### config.mk
export PLATFORM = sky130hd
export DESIGN_NAME = pio_ctrl_gen2
export DESIGN_NICKNAME = d
export VERILOG_FILES = /design/src/rtl/pio_pkg.sv /design/src/rtl/pio_debounce.sv /design/src/rtl/pio_ctrl_gen2.sv
export SDC_FILE = /design/constraint.sdc
export NUM_CORES = 1
export LEC_CHECK = 0
export CAP_MARGIN = 20
export CELL_PAD_IN_SITES_DETAIL_PLACEMENT = 1
export CELL_PAD_IN_SITES_GLOBAL_PLACEMENT = 2
export CORE_ASPECT_RATIO = 1.75
export CORE_MARGIN = 2
export CORE_UTILIZATION = 25
export DETAILED_ROUTE_END_ITERATION = 12
export PLACE_DENSITY_LB_ADDON = 0.1
export SLEW_MARGIN = 20
export SYNTH_ARGS = -nofsm -noshare
export SYNTH_HDL_FRONTEND = slang
export SYNTH_HIERARCHICAL = 1
export SYNTH_SLANG_ARGS = --single-unit
### constraint.sdc
create_clock -name clk_clk -period 1.2 [get_ports clk_clk]
set_clock_uncertainty 0.15 [all_clocks]
set_input_delay 0.18 -clock clk_clk [delete_from_list [all_inputs] [get_ports clk_clk]]
set_output_delay 0.18 -clock clk_clk [all_outputs]
set_load 0.01 [all_outputs]
### src/rtl/pio_pkg.sv
// Shared definitions for the parallel I/O peripheral: register addresses,
// edge-capture modes and the per-bit edge-detect helper.
// Build option: PIO_DEBOUNCE_EN (see pio_debounce) does not affect this file.
package pio_pkg;

  localparam logic [2:0] ADDR_DATA = 3'd0;
  localparam logic [2:0] ADDR_OUT  = 3'd1;
  localparam logic [2:0] ADDR_MASK = 3'd2;
  localparam logic [2:0] ADDR_EDGE = 3'd3;
  localparam logic [2:0] ADDR_SET  = 3'd4;
  localparam logic [2:0] ADDR_CLR  = 3'd5;

  typedef enum logic [1:0] {
    EDGE_RISE = 2'd0,
    EDGE_FALL = 2'd1,
    EDGE_BOTH = 2'd2
  } edge_mode_e;

  // True when the debounced bit moved in the direction selected by mode.
  function automatic logic edge_hit(edge_mode_e mode, logic cur, logic prev);
    case (mode)
      EDGE_FALL: return prev & ~cur;
      EDGE_BOTH: return prev ^ cur;
      default:   return cur & ~prev;
    endcase
  endfunction

endpackage

### src/rtl/pio_debounce.sv
// Single-bit input conditioner: two-flop synchroniser followed by an optional
// stability filter (built only when PIO_DEBOUNCE_EN is defined).
// Latency: 2 cycles sync, plus DB_CYCLES cycles filter when enabled.
module pio_debounce #(
  parameter int DB_CYCLES = 50000
) (
  input  logic clk_i,
  input  logic rst_ni,
  input  logic din_i,
  output logic db_o
);

  logic s1_q, s2_q;

  // Values below 2 leave no room for a counter; this block only anchors the check.
  if (DB_CYCLES < 2) begin : g_db_cycles_unsupported
  end

  // Two-flop synchroniser for the asynchronous pin.
  always_ff @(posedge clk_i or negedge rst_ni) begin
    if (!rst_ni) begin
      s1_q <= 1'b0;
      s2_q <= 1'b0;
    end else begin
      s1_q <= din_i;
      s2_q <= s1_q;
    end
  end

`ifdef PIO_DEBOUNCE_EN
  localparam int CW = $clog2(DB_CYCLES);
  localparam logic [CW-1:0] CNT_MAX = CW'(DB_CYCLES - 1);

  logic [CW-1:0] cnt_q, cnt_d;
  logic          db_q, db_d;

  // Count consecutive cycles the synchronised bit differs from the accepted
  // value; any return to agreement restarts the count.
  always_comb begin
    cnt_d = '0;
    db_d  = db_q;
    if (s2_q != db_q) begin
      if (cnt_q == CNT_MAX) begin
        db_d = s2_q;
      end else begin
        cnt_d = cnt_q + 1'b1;
      end
    end
  end

  // Filter state register.
  always_ff @(posedge clk_i or negedge rst_ni) begin
    if (!rst_ni) begin
      cnt_q <= '0;
      db_q  <= 1'b0;
    end else begin
      cnt_q <= cnt_d;
      db_q  <= db_d;
    end
  end

  assign db_o = db_q;
`else
  assign db_o = s2_q;
`endif

endmodule

### src/rtl/pio_ctrl_gen2.sv
// Avalon-MM parallel I/O: output register with set/clear, conditioned inputs
// with per-bit edge capture and a maskable level irq. Read latency 1, no waitrequest.
// Build option: PIO_DEBOUNCE_EN enables the per-bit debounce filter.
module pio_ctrl_gen2
  import pio_pkg::*;
#(
  parameter int               OUT_W     = 8,
  parameter int               IN_W      = 8,
  parameter int               DB_CYCLES = 50000,
  parameter int               EDGE_MODE = 0,
  parameter logic [OUT_W-1:0] OUT_RESET = '0
) (
  input  logic             clk_clk,
  input  logic             reset_reset_n,
  input  logic [2:0]       avs_address,
  input  logic             avs_read,
  input  logic             avs_write,
  input  logic [31:0]      avs_writedata,
  output logic [31:0]      avs_readdata,
  output logic             avs_readdatavalid,
  input  logic [IN_W-1:0]  pio_in,
  output logic [OUT_W-1:0] pio_out,
  output logic             irq
);

  localparam edge_mode_e MODE = (EDGE_MODE == 1) ? EDGE_FALL :
                                (EDGE_MODE == 2) ? EDGE_BOTH : EDGE_RISE;

  logic [IN_W-1:0]  db, db_prev_q, hit;
  logic [OUT_W-1:0] out_q, out_d;
  logic [IN_W-1:0]  mask_q, mask_d, edge_q, edge_d;
  logic [31:0]      rdata_q, rdata_d;
  logic             rvld_q, irq_q, irq_d;
  logic             wr_out, wr_set, wr_clr, wr_mask, wr_edge;
  logic             unused_wdata;

  assign unused_wdata = ^avs_writedata;

  for (genvar i = 0; i < IN_W; i++) begin : g_bit
    pio_debounce #(
      .DB_CYCLES(DB_CYCLES)
    ) u_db (
      .clk_i (clk_clk),
      .rst_ni(reset_reset_n),
      .din_i (pio_in[i]),
      .db_o  (db[i])
    );
  end

  assign wr_out  = avs_write && (avs_address == ADDR_OUT);
  assign wr_set  = avs_write && (avs_address == ADDR_SET);
  assign wr_clr  = avs_write && (avs_address == ADDR_CLR);
  assign wr_mask = avs_write && (avs_address == ADDR_MASK);
  assign wr_edge = avs_write && (avs_address == ADDR_EDGE);

  // Per-bit edge detect against the previous debounced value.
  always_comb begin
    hit = '0;
    for (int i = 0; i < IN_W; i++) begin
      hit[i] = edge_hit(MODE, db[i], db_prev_q[i]);
    end
  end

  // Register-file next state; a fresh edge overrides a same-cycle W1C.
  always_comb begin
    out_d  = out_q;
    mask_d = mask_q;
    if (wr_out) begin
      out_d = avs_writedata[OUT_W-1:0];
    end else if (wr_set) begin
      out_d = out_q | avs_writedata[OUT_W-1:0];
    end else if (wr_clr) begin
      out_d = out_q & ~avs_writedata[OUT_W-1:0];
    end
    if (wr_mask) begin
      mask_d = avs_writedata[IN_W-1:0];
    end
    edge_d = (edge_q & ~(wr_edge ? avs_writedata[IN_W-1:0] : '0)) | hit;
    irq_d  = |(edge_q & mask_q);
  end

  // Read mux samples pre-write contents; unmapped and write-only words read 0.
  always_comb begin
    rdata_d = '0;
    if (avs_read) begin
      case (avs_address)
        ADDR_DATA: rdata_d[IN_W-1:0]  = db;
        ADDR_OUT:  rdata_d[OUT_W-1:0] = out_q;
        ADDR_MASK: rdata_d[IN_W-1:0]  = mask_q;
        ADDR_EDGE: rdata_d[IN_W-1:0]  = edge_q;
        default:   rdata_d = '0;
      endcase
    end
  end

  // All architectural state, cleared asynchronously.
  always_ff @(posedge clk_clk or negedge reset_reset_n) begin
    if (!reset_reset_n) begin
      out_q     <= OUT_RESET;
      mask_q    <= '0;
      edge_q    <= '0;
      db_prev_q <= '0;
      rdata_q   <= '0;
      rvld_q    <= 1'b0;
      irq_q     <= 1'b0;
    end else begin
      out_q     <= out_d;
      mask_q    <= mask_d;
      edge_q    <= edge_d;
      db_prev_q <= db;
      rdata_q   <= rdata_d;
      rvld_q    <= avs_read;
      irq_q     <= irq_d;
    end
  end

  assign pio_out           = out_q;
  assign avs_readdata      = rdata_q;
  assign avs_readdatavalid = rvld_q;
  assign irq               = irq_q;

endmodule
==> impl_summary.md, run 1 <==
Outcome
The checks that failed: negative setup slack. The run finished, with violations left.

Power
The peak supply drop is 0.0008465 V. The power density normalized to cell area is 1611 nW/um^2. The analysis attributes to cell leakage a power of 1.594 nW.

Critical path
Grouping stages by cell kind, the critical path spends the most delay in multiplexers. Among all stages on the critical path, the largest delay is contributed by mux4_2. The arrival time at the worst endpoint is 1320 ps.

In this run the number of cells on the critical path is 2. The number of cells on the worst reg-to-reg path is 2. The endpoint identified for the worst register-to-register timing path is avs_readdata[6]. The type of the worst setup path is register to register. The signal on the critical path passes through mux4_2 > and2_4. The type of origin of the critical path is a register.

Across all register-to-register paths, the minimum setup slack is -50 ps. The critical path endpoint category is a register. The largest fanout on the critical path is 2. STA puts the critical path data required time at 1270 ps.

Counting both buffers and inverters, the worst setup path holds a total of 0. The largest incremental delay on the critical path is 470 ps. The launch point of the worst reg-to-reg path is edge_q[6].

Placement
Input and output buffers added on the ports amount to 40. The congestion estimate from routability-driven global placement came to 0.6924. The placement-stage cell area is 3060 sq um. The estimated wirelength of the detail-placed design is 4370 microns. After detailed placement, the design holds a cell count of 369.

Drt
The post-route DRC violation count is 0. The number of design-rule violations left by the first detailed-router iteration is 56. Dividing the detail-routed wire length by the instance count gives 16.35 microns.

Once detail routing completed, the nets flagged for antenna violations numbered 0. The number of vias after detailed routing is 1643. The pre-antenna-repair detailed-routing pass consisted of 3 iterations. The via density per instance is 4.245. The detailed-route wire length is 6326 microns.

Global route
The number of antenna violations at the first check in global routing was 0. The via count of the first global-routing pass is 1794. Entering global routing, the biggest net connects 59 pins. The global-route wire length before repair is 10180 microns. After global routing the overflow that remains totals 0.

In the global route stage, overall resource usage came out at 0.1341.

Hold path
The worst hold path terminates at g_bit[4].u_db/s1_q. The tightest min-delay check is of the primary input to register type. Along the worst hold path, the cell count comes to 1. The origin of the worst min-delay path is pio_in[4].

Synth
The share of the yosys chip area belonging to registers is 0.6010. The leading register cell type out of synthesis is dfrtp_1. The largest total area in the synthesized netlist belongs to dfrtp_1.

In the synthesized netlist, the cells that appear most often are dfrtp_1 (58), buf_4 (25), inv_1 (16). The dominant cell by count in the synthesized netlist is dfrtp_1. The synthesized flop and latch total is 58. The Yosys warning count is 6. The distinct cell type count after synthesis is 27.

The count of flip-flops with a built-in enable after synthesis is 0. The area fraction of the dominant cell type after synthesis is 0.6010. For this run, asynchronously set or reset flops after synthesis account for 1.000. After synthesis, the mean cell area works out to 12.71 sq um. Synthesis produced 190 cells. In the post-synthesis netlist, the biggest area contributors are dfrtp_1 (60%), buf_4 (7.8%), mux2i_1 (5.8%).

The cell area after synthesis is 2415 sq um.

Floorplanning
The total core area is 9409 sq um. Measured along the x axis, the die boundary spans 78.30 microns. The number of top-level pins is 89.

The starting density of the core is 0.2566. The floorplan step defined a die boundary enclosing 10490 sq um. The number of standard-cell rows in the floorplan is 47. The y dimension of the die is 134.0 microns.

Flow run
Across the run, the number of max-cap violations was 0.

Clock network
The number of setup buffers added after CTS is 0. In this run the deepest clock path goes through 2 buffers. For the worst-skew pair, the clock arrives at the later sink with an insertion delay of 330 ps.

The CTS buffer count is 9. The root buffer cell chosen for the clock tree is clkbuf_16. CTS saw 58 sinks.

The clock transition time at the flip-flop clock pins of the worst setup and hold paths is 50 ps. In this run the number of H-tree levels came out at 3. The CTS tree is done.

Finish
The number of antenna repair diodes is 0. The non-filler instance count after layout is 387. The number of nets in the final layout is 307.

The ratio of cells with drive above 1 in the final layout is 0.3321. The filler cells instantiated in the layout total 1044. The finished layout cell area is 3361 sq um.

Relative to the synthesized area, the layout overhead comes to 39.17%.

STA
The max-slew violation total from the final report is 0. Setup repair after global routing could not meet its margin everywhere. The total setup violations reported at the end of the flow is 4. The maximum operating frequency is 798.8 MHz. The clock period minus final worst setup slack is 1252 ps.

The final number of hold-violating endpoints is 0. The setup total negative slack is -78.10 ps. Of the available clock period, the critical path in the final layout requires 1.043. In the post-route analysis, the smallest setup slack over all paths is -51.86 ps.
## worst reg2reg max path: cells and delay by family (launching register included)
family | cells | cell delay (ps)
multiplexers | 1 | 470
AND/OR/NAND/NOR | 1 | 150
flip-flops | 1 | 380
## how the worst max path moves through the flow
stage,slack [ps],endpoint,from
3_5_place_dp,-660,mask_q[3],avs_address[1]
4_1_cts,-60,avs_readdata[6],edge_q[6]
2_1_floorplan,-200,mask_q[0],avs_address[2]
5_1_grt,-70,avs_readdata[6],edge_q[6]
3_3_place_gp,-620,mask_q[6],avs_address[1]
6_report,-50,avs_readdata[6],edge_q[6]
## area by class of cell
class	count	area, sq um	area share
Sequential cell	58	1451	0.4319
Multi-Input combinational cell	108	840.8	0.2502
Timing Repair Buffer	67	571.8	0.1701
Clock buffer	14	274.0	0.08153
Tap cell	122	152.6	0.04542
Inverter	16	60.06	0.01787
Clock inverter	2	10.01	0.002978
## layer usage
metal,share of wire,global-route usage
met5,0,0
met4,0.023,0.06725
met3,0.041,0.04105
met2,0.54,0.2275
met1,0.40,0.1509
## per-stage QoR
| step | hold slack, ps | utilization | worst slack (ps) | power (mW) |
|---|---|---|---|---|
| floorplan | -265.6 | - | -202.5 | 2.633 |
| global placement | 64.48 | 0.3253 | -617.2 | 2.995 |
| detailed placement | 64.77 | 0.3253 | -660.4 | 3.007 |
| CTS | 128.4 | 0.3504 | -60.33 | 5.462 |
| global route | 131.4 | 0.3572 | -70.70 | 5.719 |
| finish | 140.2 | 0.3572 | -51.86 | 5.415 |
## where the power goes
part,total [mW],internal (mW),leakage (nW),switching [mW]
clock,2.42,1.56,0.143,0.865
sequential,2.24,2.12,0.685,0.120
combinational,0.748,0.403,0.767,0.345
## placed cells by master, fill, tap and decap left out, types with 2 or more instances in the layout
cell | netlist | layout
buf_12 | 0 | 3
clkbuf_1 | 3 | 2
mux2i_2 | 0 | 2
conb_1 | 1 | 24
a22o_1 | 8 | 8
clkdlybuf4s50_1 | 0 | 17
a221oi_2 | 0 | 6
nand2_1 | 8 | 8
buf_2 | 0 | 21
mux2i_1 | 14 | 12
clkinv_2 | 0 | 2
inv_1 | 16 | 16
buf_6 | 2 | 9
o22ai_1 | 7 | 7
mux2_2 | 8 | 5
and2_1 | 8 | 7
buf_4 | 25 | 14
dfrtp_1 | 58 | 58
a22oi_1 | 4 | 2
mux2_4 | 0 | 3
clkbuf_16 | 0 | 9
a221oi_1 | 8 | 2
clkbuf_8 | 0 | 3
a22oi_2 | 0 | 2
a21oi_1 | 8 | 8
## kinds of logic (layout without fill, tap and decap cells)
logic type	count (synthesis)	in the layout	synth area share
AOI/OAI and AO/OA	36	36	0.1073
buffers and inverters	47	99	0.1181
DFF	58	58	0.6010
muxes	23	23	0.1047
other	1	24	0.001553
and+or+nand+nor	25	25	0.06737
## repair_timing
item                                    4_1_cts  5_1_grt
hold buffers                                  1        0
resized for setup                            89       18
hold endpoints to repair                     58        0
gates cloned                                  1        0
pin swaps                                     5        7
endpoints found under the setup margin       50       28
No activity file was read; power rests on OpenSTA's default activity.
==> run 2, diff against run 1 <==
--- a/config.mk
+++ b/config.mk
@@ -10,7 +10,7 @@
 export CELL_PAD_IN_SITES_GLOBAL_PLACEMENT = 2
 export CORE_ASPECT_RATIO = 1.75
 export CORE_MARGIN = 2
-export CORE_UTILIZATION = 25
+export CORE_UTILIZATION = 30
 export DETAILED_ROUTE_END_ITERATION = 12
 export PLACE_DENSITY_LB_ADDON = 0.1
 export SLEW_MARGIN = 20
==> constraint.sdc (replaced) <==
create_clock -name clk_clk -period 1.5 [get_ports clk_clk]
set_clock_uncertainty 0.15 [all_clocks]
set_input_delay 0.225 -clock clk_clk [delete_from_list [all_inputs] [get_ports clk_clk]]
set_output_delay 0.225 -clock clk_clk [all_outputs]
set_load 0.01 [all_outputs]
==> impl_summary.md, run 2 (synthesized netlist as in run 1, its figures left out) <==
Critical path
The launch point of the critical path is avs_write. The launch point of the worst reg-to-reg path is edge_q[6]. The largest fanout on the critical path came to 8 (+6).

The path depth of the worst reg2reg path came to 2 (unchanged). The worst setup path is captured at a register. The arrival time at the worst endpoint is 1530 ps (+210 ps). The type of origin of the critical path is a primary input. The type of the worst setup path is primary input to register. The data required time of the critical path came to 1550 ps (+280 ps).

Power
The leakage dissipation is 1.522 nW (-4.5%). The reported net switching power is 0.9704 mW (-27%). The clock network power share is 0.433 (-0.015). The proportion of total power due to net switching is 0.2384 (-0.007255). The final total power is 4.070 mW (-25%). The peak supply drop was 0.0005600 V (-34%). The cell-internal power is 3.100 mW (-24%). The power density normalized to cell area is 1276 nW/um^2 (-21%). The logic gate share of total power came to 0.125 (-0.013). The sequential group share of total power came to 0.442 (+0.028).

Drt
The detailed-route wire length was 6024 microns (-4.8%). The via density per instance was 4.698 (+11%). The remaining antenna violation count after routing came to 0 (unchanged). The number of design-rule violations left by the first detailed-router iteration is 80 (+43%). The routed wire length per instance is 17.82 microns (+9.0%).

The detailed-router iteration count before antenna repair was 3 (unchanged). The number of vias after detailed routing is 1588 (-3.3%). The post-route DRC violation count is 0 (unchanged).

Global route
The total global routing overflow is 0 (unchanged). The global-route wire length before repair came to 9487 microns (-6.8%). The overall track demand over capacity in global routing is 0.1491 (+0.01503). The via count of the first global-routing pass is 1735 (-3.3%).

The number of antenna violations at the first check in global routing is 0 (unchanged). The largest net degree at the start of global routing is 47 (-20%).

Finish
Leaving out fill and tap cells, the most frequent cell in the layout is dfrtp_1. The filler cell count in the final layout is 844 (-19%). The number of nets in the final layout is 292 (-4.9%).

The final core utilization was 0.4060 (+0.04884). The ratio of cells with drive above 1 in the final layout is 0.1734 (-0.1587). The number of antenna repair diodes is 0 (unchanged). The top cell types in the final layout, fill and taps aside, are dfrtp_1 (58), conb_1 (24), clkdlybuf4s50_1 (19), dlygate4sd2_1 (19), inv_1 (16).

The area growth from synthesis to layout is 32.07%.

STA
The post-route fraction of the period consumed by the critical path is 0.9899. The maximum operating frequency is 673.4 MHz. The final number of hold-violating endpoints is 0 (unchanged). The final hold slack is 184.0 ps (+43.82 ps). The total setup violations reported at the end of the flow is 0 (-4).

Setup repair after global routing left no endpoint under its margin. The clock period minus final worst setup slack is 1485 ps. The max-slew violation total from the final report came to 0 (unchanged).

Placement
The routability-driven placement congestion ratio is 0.7722 (+12%). The estimated wirelength of the detail-placed design is 4194 microns (-4.0%). The count of input and output buffers was 40 (unchanged).

Floorplanning
The starting density of the core came to 0.3074 (+0.05077). The total core area is 7855 sq um (-17%). The number of standard-cell rows in the floorplan is 43 (-8.5%).

The area enclosed by the die boundary is 8811 sq um (-16%). The y dimension of the die is 122.7 microns (-8.5%). The number of top-level pins came to 89 (unchanged). The die width is 71.82 microns (-8.3%).

Outcome
The run finished with clean final reports.

Flow run
The max-cap violation count is 0 (unchanged).

Clock network
The clock latency at the later pin of the worst-skew pair came to 320 ps (about the same). The total clock sinks came to 58 (unchanged). The root buffer cell is clkbuf_16. The count of buffers added by post-CTS timing repair for setup is 0 (unchanged). The depth of the CTS H-tree is 3 (unchanged). The buffer levels on the longest clock path is 2 (unchanged). The clock transition time at the flip-flop clock pins of the worst setup and hold paths came to 50 ps (about the same). The CTS buffer count is 9 (unchanged). TritonCTS built the clock tree.

Hold path
The type of the worst min-delay path is primary input to asynchronous set/reset pin.
[run 2: what timing repair did]
item                                   in CTS  in global routing
setup endpoints to repair                  35                 22
endpoints found under the hold margin      29                  0
gates resized for setup                    21                  8
pin swaps                                   1                  1
cloned                                      0                  0
hold buffers                                1                  0
[run 2: layer usage]
| metal | track usage | vias up | wire length (microns) |
|---|---|---|---|
| met4 | 0.06958 | 0 | 143 |
| met3 | 0.04844 | 11 | 332 |
| li1 | - | 721 | - |
| met1 | 0.1733 | 804 | 2399 |
| met5 | 0 | - | 0 |
| met2 | 0.2465 | 52 | 3148 |
[run 2: area by class of cell]
cell class                      count  area (sq um)  share of cell area
Multi-Input combinational cell    108         803.3              0.2519
Sequential cell                    58          1451              0.4551
Inverter                           16         60.06             0.01883
Tap cell                           90         112.6             0.03531
Timing Repair Buffer               52         508.0              0.1593
Clock buffer                       14         254.0             0.07964
[run 2: worst max-delay path, cell delays in order]
cell	delay [ps]
clkdlybuf4s50_1	550
nor3b_4	260
buf_12	160
mux2_2	340
[run 2: worst paths after layout]
check / end / slack (ps)
max: mask_q[5] / 20
min: g_bit[6].u_db/s1_q / 180
max reg2reg: avs_readdata[6] / 200
min reg2reg: g_bit[5].u_db/db_o / 200
max in group asynchronous: asynchronous set/reset pin / 460
min in group clk_clk: g_bit[0].u_db/s1_q / 190
[run 2: per-stage QoR]
step | cell area (sq um) | setup TNS, ps | std cells | worst slack [ps]
6_report | 3189 | 0 | 338 | 15.08
5_1_grt | 3189 | 0 | 338 | 4.494
4_1_cts | 3154 | 0 | 338 | 4.086
3_5_place_dp | 2904 | -10330 | 323 | -383.7
3_3_place_gp | 2904 | -9703 | 323 | -346.6
2_1_floorplan | 2501 | 0 | 213 | 31.82
[run 2: power groups by stage]
stage / clock network, mW / logic [mW] / registers [mW]
finish: 1.76 / 0.508 / 1.80
global route: 1.89 / 0.559 / 1.82
CTS: 1.82 / 0.506 / 1.80
detailed placement: 0 / 0.525 / 1.82
global placement: 0 / 0.504 / 1.81
floorplan: 0 / 0.290 / 1.81
